==> src/rtl/qcw_burst_sequencer.sv <==
// QCW burst sequencer: arms qcw_osc with period/phase, ramps the B-leg phase during the
// burst, then drains, enforces a holdoff, and latches hard faults until they are cleared.
module qcw_burst_sequencer #(
  parameter int unsigned W            = 24,
  parameter int unsigned DRAIN_CYCLES = 16
) (
  input  logic         clk_logic,
  input  logic         reset,
  input  logic [W-1:0] cfg_period,
  input  logic [W-1:0] cfg_phase_start,
  input  logic [W-1:0] cfg_phase_end,
  input  logic [W-1:0] cfg_phase_step,
  input  logic [W-1:0] cfg_ramp_div,
  input  logic [W-1:0] cfg_burst_len,
  input  logic [W-1:0] cfg_holdoff,
  input  logic         trigger,
  input  logic         abort,
  input  logic         fault,
  input  logic         fault_clear,
  output logic [W-1:0] osc_period,
  output logic [W-1:0] osc_b_phase,
  output logic         osc_latch,
  output logic         osc_enable,
  output logic         busy,
  output logic         burst_done,
  output logic         fault_latched
);

  typedef enum logic [2:0] {
    S_IDLE, S_ARM, S_RUN, S_STOP, S_HOLDOFF, S_FAULT
  } state_t;

  localparam logic [W-1:0] DRAIN = W'(DRAIN_CYCLES);
  localparam logic [W-1:0] ONE   = W'(1);

  state_t state_q, state_d;

  logic [W-1:0] cnt_q, cnt_d;
  logic [W-1:0] ramp_q, ramp_d;

  logic [W-1:0] sh_period_q, sh_period_d;
  logic [W-1:0] sh_start_q, sh_start_d;
  logic [W-1:0] sh_end_q, sh_end_d;
  logic [W-1:0] sh_step_q, sh_step_d;
  logic [W-1:0] sh_div_q, sh_div_d;
  logic [W-1:0] sh_len_q, sh_len_d;
  logic [W-1:0] sh_holdoff_q, sh_holdoff_d;

  logic [W-1:0] osc_period_q, osc_period_d;
  logic [W-1:0] osc_b_phase_q, osc_b_phase_d;
  logic         osc_latch_q, osc_latch_d;
  logic         osc_enable_q, osc_enable_d;
  logic         busy_q, busy_d;
  logic         burst_done_q, burst_done_d;
  logic         fault_latched_q, fault_latched_d;

  logic [W:0]   phase_sum;
  logic [W-1:0] phase_tgt;
  logic [W-1:0] phase_next;
  logic         ramp_live;

  always_ff @(posedge clk_logic) begin
    if (reset) begin
      state_q         <= S_IDLE;
      cnt_q           <= '0;
      ramp_q          <= '0;
      sh_period_q     <= '0;
      sh_start_q      <= '0;
      sh_end_q        <= '0;
      sh_step_q       <= '0;
      sh_div_q        <= '0;
      sh_len_q        <= '0;
      sh_holdoff_q    <= '0;
      osc_period_q    <= '0;
      osc_b_phase_q   <= '0;
      osc_latch_q     <= 1'b0;
      osc_enable_q    <= 1'b0;
      busy_q          <= 1'b0;
      burst_done_q    <= 1'b0;
      fault_latched_q <= 1'b0;
    end else begin
      state_q         <= state_d;
      cnt_q           <= cnt_d;
      ramp_q          <= ramp_d;
      sh_period_q     <= sh_period_d;
      sh_start_q      <= sh_start_d;
      sh_end_q        <= sh_end_d;
      sh_step_q       <= sh_step_d;
      sh_div_q        <= sh_div_d;
      sh_len_q        <= sh_len_d;
      sh_holdoff_q    <= sh_holdoff_d;
      osc_period_q    <= osc_period_d;
      osc_b_phase_q   <= osc_b_phase_d;
      osc_latch_q     <= osc_latch_d;
      osc_enable_q    <= osc_enable_d;
      busy_q          <= busy_d;
      burst_done_q    <= burst_done_d;
      fault_latched_q <= fault_latched_d;
    end
  end

  // cnt_q is 1 on the first cycle of every state, so ">=" also covers len/holdoff of 0
  always_comb begin
    state_d = state_q;
    if (fault) begin
      state_d = S_FAULT;
    end else begin
      case (state_q)
        S_IDLE:    if (trigger) state_d = S_ARM;
        S_ARM:     state_d = abort ? S_STOP : S_RUN;
        S_RUN:     if (abort || cnt_q >= sh_len_q) state_d = S_STOP;
        S_STOP:    if (cnt_q >= DRAIN) state_d = S_HOLDOFF;
        S_HOLDOFF: if (cnt_q >= sh_holdoff_q) state_d = S_IDLE;
        S_FAULT:   if (fault_clear) state_d = S_IDLE;
        default:   state_d = S_IDLE;
      endcase
    end
  end

  // Outputs are registered from the next state, so each value is visible in the state it belongs to
  always_comb begin
    cnt_d           = (state_d != state_q) ? ONE : cnt_q + ONE;
    ramp_d          = ramp_q;
    sh_period_d     = sh_period_q;
    sh_start_d      = sh_start_q;
    sh_end_d        = sh_end_q;
    sh_step_d       = sh_step_q;
    sh_div_d        = sh_div_q;
    sh_len_d        = sh_len_q;
    sh_holdoff_d    = sh_holdoff_q;
    osc_period_d    = osc_period_q;
    osc_b_phase_d   = osc_b_phase_q;
    osc_latch_d     = 1'b0;
    osc_enable_d    = 1'b0;
    burst_done_d    = 1'b0;
    fault_latched_d = 1'b0;
    busy_d          = (state_d != S_IDLE);

    phase_tgt  = (sh_end_q < sh_period_q) ? sh_end_q : sh_period_q;
    phase_sum  = {1'b0, osc_b_phase_q} + {1'b0, sh_step_q};
    phase_next = (phase_sum > {1'b0, phase_tgt}) ? phase_tgt : phase_sum[W-1:0];
    ramp_live  = (sh_start_q < sh_end_q) && (osc_b_phase_q < phase_tgt);

    case (state_d)
      S_ARM: begin
        sh_period_d   = cfg_period;
        sh_start_d    = cfg_phase_start;
        sh_end_d      = cfg_phase_end;
        sh_step_d     = cfg_phase_step;
        sh_div_d      = cfg_ramp_div;
        sh_len_d      = cfg_burst_len;
        sh_holdoff_d  = cfg_holdoff;
        osc_period_d  = cfg_period;
        osc_b_phase_d = (cfg_phase_start < cfg_period) ? cfg_phase_start : cfg_period;
        osc_latch_d   = 1'b1;
      end
      S_RUN: begin
        osc_enable_d = 1'b1;
        if (state_q != S_RUN) begin
          ramp_d = '0;
        end else if (ramp_q == sh_div_q) begin
          ramp_d = '0;
          if (ramp_live) begin
            osc_b_phase_d = phase_next;
            osc_latch_d   = 1'b1;
          end
        end else begin
          ramp_d = ramp_q + ONE;
        end
      end
      S_HOLDOFF: burst_done_d    = (state_q == S_STOP);
      S_FAULT:   fault_latched_d = 1'b1;
      default: ;
    endcase
  end

  assign osc_period    = osc_period_q;
  assign osc_b_phase   = osc_b_phase_q;
  assign osc_latch     = osc_latch_q;
  assign osc_enable    = osc_enable_q;
  assign busy          = busy_q;
  assign burst_done    = burst_done_q;
  assign fault_latched = fault_latched_q;

endmodule

==> config.mk <==
export PLATFORM = sky130hd
export DESIGN_NAME = qcw_burst_sequencer
export DESIGN_NICKNAME = d
export VERILOG_FILES = /design/src/rtl/qcw_burst_sequencer.sv
export SDC_FILE = /design/constraint.sdc
export NUM_CORES = 1
export LEC_CHECK = 0
export BUFFER_PORTS_ARGS = -buffer_cell sky130_fd_sc_hd__buf_2
export CAP_MARGIN = 20
export CORE_UTILIZATION = 40
export CTS_CLUSTER_DIAMETER = 80
export CTS_CLUSTER_SIZE = 12
export DETAILED_ROUTE_END_ITERATION = 16
export PLACE_DENSITY_LB_ADDON = 0.15
export SYNTH_ARGS = -nofsm -noshare
export SYNTH_HDL_FRONTEND = slang
export SYNTH_SLANG_ARGS = --single-unit
==> constraint.sdc <==
create_clock -name clk_logic -period 14.7 [get_ports clk_logic]
set_clock_uncertainty 0.1 [all_clocks]
set_input_delay 2.205 -clock clk_logic [delete_from_list [all_inputs] [get_ports clk_logic]]
set_output_delay 2.205 -clock clk_logic [all_outputs]
set_load 0.01 [all_outputs]
## Word level (Yosys, flattened, before mapping)

Cells that the tools add are included.

| storage, ports and cells | value |
|---|---|
| register bits after elaboration | 248 |
| bits of input ports | 174 |
| output and inout bits | 53 |

| operators by class | value |
|---|---|
| equal/unequal tests | 15 |
| reduce and logical (&&, ||, !) cells | 8 |
| bitwise gates (word level) | 1 |
| $lt $le $gt $ge | 8 |
| muxes and demuxes | 24 |
| $add $sub $neg | 3 |

Operator list:

| operator | count |
|---|---|
| 24-bit 2-to-1 mux | 8 |
| 24-bit less-than comparator | 4 |
| 24-bit by 1-bit adder with 24-bit output, second input constant | 2 |
| 24-bit greater-or-equal comparator | 2 |
| 24-bit one-hot mux with 2 select lines | 1 |
| 24-bit by 24-bit adder with 25-bit output | 1 |
| 25-bit by 24-bit > comparator with 1-bit output | 1 |
| 24-bit == test | 1 |
| 24-bit by 5-bit greater-or-equal comparator with 1-bit output, second input constant | 1 |
| 3-bit 2-to-1 mux | 6 |
| 3-bit one-hot mux with 6 select lines | 1 |
| 3-bit == test, second input constant | 4 |
| 3-bit by 2-bit == test with 1-bit output, second input constant | 3 |
| 1-bit 2-to-1 mux | 7 |
| 3-bit by 1-bit == test with 1-bit output, second input constant | 2 |
| 2-bit != test, second input constant | 3 |
| 4-bit AND reduction | 1 |
| 2-bit OR reduction | 2 |
| 3-bit logical NOT | 1 |
| 3-bit by 2-bit != test with 1-bit output, second input constant | 1 |
| 3-bit != test | 1 |
| 3-bit nonzero test | 1 |
| 1-bit one-hot mux with 2 select lines | 1 |
| 2-bit nonzero test | 1 |
| 3 further kinds | 3 |

## Longest topological paths before layout

| logic depth | value |
|---|---|
| depth in word-level cells | 8 |
| mapped depth | 24 |

## Worst setup path before layout

Ideal clock, no wire load.

| timing | value |
|---|---|
| path kind | flip-flop to flip-flop |
| start | register osc_b_phase_q[0] (netlist: osc_b_phase[0]) |
| end | register osc_b_phase_q[22] (netlist: osc_b_phase[22]) |
| stages on the path, launching flop included | 25 |
| data arrival time | 4.709 ns |
| setup time | 0.133 ns |
| setup slack | 9.758 ns |
| period minus slack after synthesis | 4.942 ns |
| cells stage by stage | dfxtp_1 > ha_1 > fa_1 > a211oi_1 > o21bai_1 > a211oi_1 > a21oi_1 > o21ai_0 > nand2b_1 > a21o_1 > a21oi_1 > xnor2_1 > ha_1 > nand4_1 > nor2_1 > a21oi_1 > o211ai_1 > a221oi_1 > inv_1 > a2111oi_1 > or3_4 > o21ai_4 > buf_6 > mux2i_1 > o221ai_1 |

| between the ends | value |
|---|---|
| word-level cells in the longest chain between the ends | 7 |
| elaborated cells between the ends (all ways) | 11 |
| those cells by class | 1 x add/sub; 2 x order compare; 1 x eq/ne; 5 x mux; 2 x reduce/logical |

RTL lines:

| element | RTL line | source |
|---|---|---|
| start, declared | 50 | `logic [W-1:0] osc_b_phase_q, osc_b_phase_d;` |
| start signal, assigned | 93 | `osc_b_phase_q <= osc_b_phase_d;` |
| 24-bit by 24-bit adder with 25-bit output | 140 | `phase_sum = {1'b0, osc_b_phase_q} + {1'b0, sh_step_q};` |
| 25-bit by 24-bit > comparator with 1-bit output | 141 | `phase_next = (phase_sum > {1'b0, phase_tgt}) ? phase_tgt : phase_sum[W-1:0];` |
| 24-bit 2-to-1 mux | 141 |  |
| 24-bit 2-to-1 mux | 163 | `if (ramp_live) begin` |
| 24-bit 2-to-1 mux | 161 | `end else if (ramp_q == sh_div_q) begin` |
| 24-bit 2-to-1 mux | 159 | `if (state_q != S_RUN) begin` |
| 24-bit one-hot mux with 2 select lines | 144 | `case (state_d)` |

Parallel ways exist; a longest one is shown, timed or not. The select of a mux whose other input is x is not followed.
A chain may end at the register's enable or synchronous reset.

==> summary.md <==
| Metric | Value |
|---|---|
| Final Critical Period | `approximately 6.1 ns` |
| Area Growth Syn to Fin | `14.2%` |
| Max-slew headroom | `0.265` |
| Fillers | `3901` |
| Worst vdd ir | `between 0.00009 and 0.0001 V` |
| Outcome | `finished clean` |
| Slowest-stage cell, CP | `nor2_2` |
| Crit-path most repeated cell | `a21oi_1` |
| RSZ-0062 raised after global routing | `false` |
| Drt pass-1 iters | `6` |
| Hold_sp | `sh_holdoff_q[17]` |
| Pre-CTS setup slack | `a little under 9 ns` |
| Num CTS Buffers | `25` |
| Ranking of synthesized cells by area | `dfxtp_1, ha_1, nand2_1, a21oi_1, inv_1` |
| Clock power share | `0.265` |
| RD Place Congestion | `roughly 0.95` |
| Synthesized cell area | `between 15000 and 20000 sq um` |
| CP Buf/Inv Count | `3` |
| CP startpoint | `osc_period[6]` |
| Crit-path max cell delay | `0.69 ns` |
| Sw power | `slightly below 0.9 mW` |
| Final hold vios | `0` |
| Mux contribution to synthesized area | `0.0290` |
| Sequential power share | `0.347` |
| Final ANT Viol Nets | `0` |
| Number of H-tree levels | `1` |
| Final WS setup | `roughly 8.6 ns` |
| Slew at the pin closest to its max-slew limit | `about 1.1 ns` |
| Clock sinks | `approximately 250` |
| Leading cell type in the layout, fill and taps excluded | `nand2_1` |
| Fmax | `163 MHz` |
| Register area share after synthesis | `0.319` |
| Die Wd | `roughly 200 um` |
| Worst EP required | `about 15 ns` |
| Synth top area share | `0.319` |
| Worst Path Max Fanout | `24` |
| Post-synthesis adder-cell area fraction | `0.151` |
| Post-DP HPWL | `36.5 mm` |
| Finished Cell Area | `between 15000 and 20000 sq um` |
| Register bit count reported by yosys | `~250` |
| Sw frac | `0.382` |
| Startpoint types | `flip-flop` |
| Largest net degree at the start of global routing | `97` |
| Cts repair resizes | `0` |
| Io pins | `roughly 230` |
| Fin nets | `around 2500` |
| Die Area | `39700 sq um` |
| Area post-placement | `17100 sq um` |
| Layout cells sized above 1 | `0.130` |
| Number of DRC markers in iteration 0 | `about 820` |
| Via count | `around 14000` |
| Vias in the first global route | `between 10000 and 15000` |
| Synth warnings | `0` |
| Worst setup EP type | `flip-flop` |
| Crit Path Class | `flip-flop to flip-flop` |
| TritonCTS clock tree | `yes` |
| # hold bufs at CTS | `0` |
| CP arrival | `approximately 6.5 ns` |
| Worst r2r src | `osc_period[6]` |
| Post-Synthesis Cells | `2011` |
| Die H | `199 um` |
| Maximum capacitance violations | `0` |
| CP Cell Sequence | `inv_1 > ha_1 > a21o_1 > a21o_1 > a21oi_1 > o2111ai_1 > nor2_2 > buf_4 > nor2_1 > a21oi_1 > ha_1 > nand4_1 > nor2_1 > a21oi_1 > o211ai_1 > a221oi_1 > inv_1 > a2111oi_1 > or3_4 > o21ai_4 > mux2_1 > o221ai_1` |
| TNS Setup | `0 ns` |
| Synthesized Nets | `approximately 2400` |
| Post-synthesis xor/xnor area fraction | `0.0483` |
| First-pass GRT wire length | `74.3 mm` |
| Port Buffers | `226` |
| Post-synth cell types | `between 60 and 70` |
| Total track usage | `0.237` |
| Leakage power | `between 7 and 8 nW` |
| Total grt overflow | `0` |
| Post-CTS Setup Repair Bufs | `0` |
| Average wire per standard cell | `17.8 um` |
| EDFF count, synth | `0` |
| Setup Viol. Count Final | `0` |
| Compound-gate portion of the synthesized area | `0.187` |
| Ys flop type | `dfxtp_1` |
| PwrDens | `129 nW/um^2` |
| Largest family of logic cells by synthesized area | `simple AND/OR/NAND/NOR gates` |
| Latest clock arrival within the worst-skew pair | `0.54 ns` |
| Syn Area/Cell | `between 7 and 8 sq um` |
| Final Routed Wirelength | `approximately 48 mm` |
| Top Family by Delay on Critical Path | `compound AO/OA/AOI/OAI gates` |
| Final Cycle Share | `0.417` |
| Site Rows | `about 70` |
| Core Region | `38000 sq um` |
| Vias per inst | `approximately 5.3` |
| Initial Util | `0.410` |
| Clk Tree Root Cell | `clkbuf_16` |
| Logic pwr share | `0.388` |
| Clock-pin slew on the worst setup and hold paths | `approximately 0.06 ns` |
| Simple-Gate Fraction of Synth Area | `0.204` |
| Initial antenna violation count | `1` |
| Leading area contributor after synthesis | `dfxtp_1` |
| Longest Clk Path Bufs | `3` |
| Most frequent cells in the layout | `nand2_1, a21oi_1, dfxtp_1, buf_2, ha_1` |
| Drt drc | `0` |
| Synth async-reset ratio | `0` |
| Tot Pwr | `2.29 mW` |
| Cell-internal power | `1.41 mW` |
| Slew Limit Fails | `0` |
| Hold Crit Class | `flip-flop to flip-flop` |
[power groups by stage]
stage          clock network, mW  registers, mW  logic, mW
6_report                   0.608          0.794      0.888
4_1_cts                    0.626          0.794      0.886
2_1_floorplan                  0          0.794      0.650
5_1_grt                    0.649          0.802      0.988
3_5_place_dp                   0          0.808      0.881
3_3_place_gp                   0          0.807      0.872
[kinds of logic (layout without fill, tap and decap cells)]
family,Yosys count,count (layout)
and+or+nand+nor,717,717
other,0,2
buffers and inverters,250,424
muxes,45,45
adders and majority gates,188,188
DFF,248,248
xor gates and xnor gates,86,86
AOI/OAI and AO/OA,477,477
[path summary, 6_finish.rpt]
check	endpoint	slack [ns]	cells past startpoint
setup / recovery	osc_b_phase[1]	8.57	22
hold / removal	sh_holdoff_q[17]	0.35	2
setup reg to reg	osc_b_phase[1]	8.57	22
hold reg to reg	sh_holdoff_q[17]	0.35	2
[worst register-to-register path, cell delays in order (launching register included)]
cell and delay [ns]:
dfxtp_1 0.36, inv_1 0.07, ha_1 0.31, a21o_1 0.18, a21o_1 0.18, a21oi_1 0.18, o2111ai_1 0.22, nor2_2 0.69
buf_4 0.38, nor2_1 0.07, a21oi_1 0.39, ha_1 0.33, nand4_1 0.12, nor2_1 0.07, a21oi_1 0.12, o211ai_1 0.11
a221oi_1 0.52, inv_1 0.08, a2111oi_1 0.46, or3_4 0.26, o21ai_4 0.26, mux2_1 0.43, o221ai_1 0.17
[synthesized netlist by cell type, types with 6 or more instances]
master	n
a211oi_1	9
a31oi_1	7
o211ai_1	8
a21o_1	59
nand3_1	28
nand2b_1	32
or4_1	19
nand2_1	405
a211o_1	6
ha_1	187
xnor2_1	44
o21a_1	10
o2111ai_1	6
nor2b_1	14
nor3_1	19
o221ai_1	19
dfxtp_1	248
o21bai_1	6
nor4_1	13
or3_1	7
a21oi_1	257
mux2i_1	44
clkbuf_1	82
xor2_1	42
nand4_1	35
inv_1	159
o21ai_0	48
and3_1	13
nor2_1	114
[sequential cells by signal (all words and copies together) (netlist names)]
register / cells
sh_len_q: 24
sh_step_q: 24
state_q: 3
sh_start_q: 24
sh_end_q: 24
sh_holdoff_q: 24
osc_enable: 1
fault_latched: 1
osc_latch: 1
burst_done: 1
ramp_q: 24
osc_b_phase: 24
busy: 1
osc_period: 24
cnt_q: 24
sh_div_q: 24
[final cells by class]
cell class / count / area, sq um / area share
tap: 511 / 639 / 0.0359
clock inverter: 3 / 68.8 / 0.00387
clock buffer: 27 / 633 / 0.0356
timing repair buffer: 235 / 1200 / 0.0677
sequential: 248 / 4960 / 0.279
antenna: 2 / 5.00 / 0.000281
inverter: 159 / 597 / 0.0335
multi-input combinational: 1513 / 9680 / 0.544
[metal layers]
metal	track usage	wire length (um)	share of wire	vias up
li1	-	-	-	7243
met1	0.354	24000	0.50	6613
met2	0.353	19900	0.42	366
met3	0.0370	3020	0.063	55
met4	0.0571	1040	0.022	2
met5	0	14	0.00029	-
[stage by stage]
step	instances	hold WS (ns)	util
final	2698	0.354	0.468
after global placement	2666	0.341	0.449
after detailed placement	2666	0.345	0.449
after CTS	2696	0.354	0.468
after global routing	2696	0.374	0.468
after floorplan	2011	0.331	-
No activity file was read; power rests on OpenSTA's default activity.
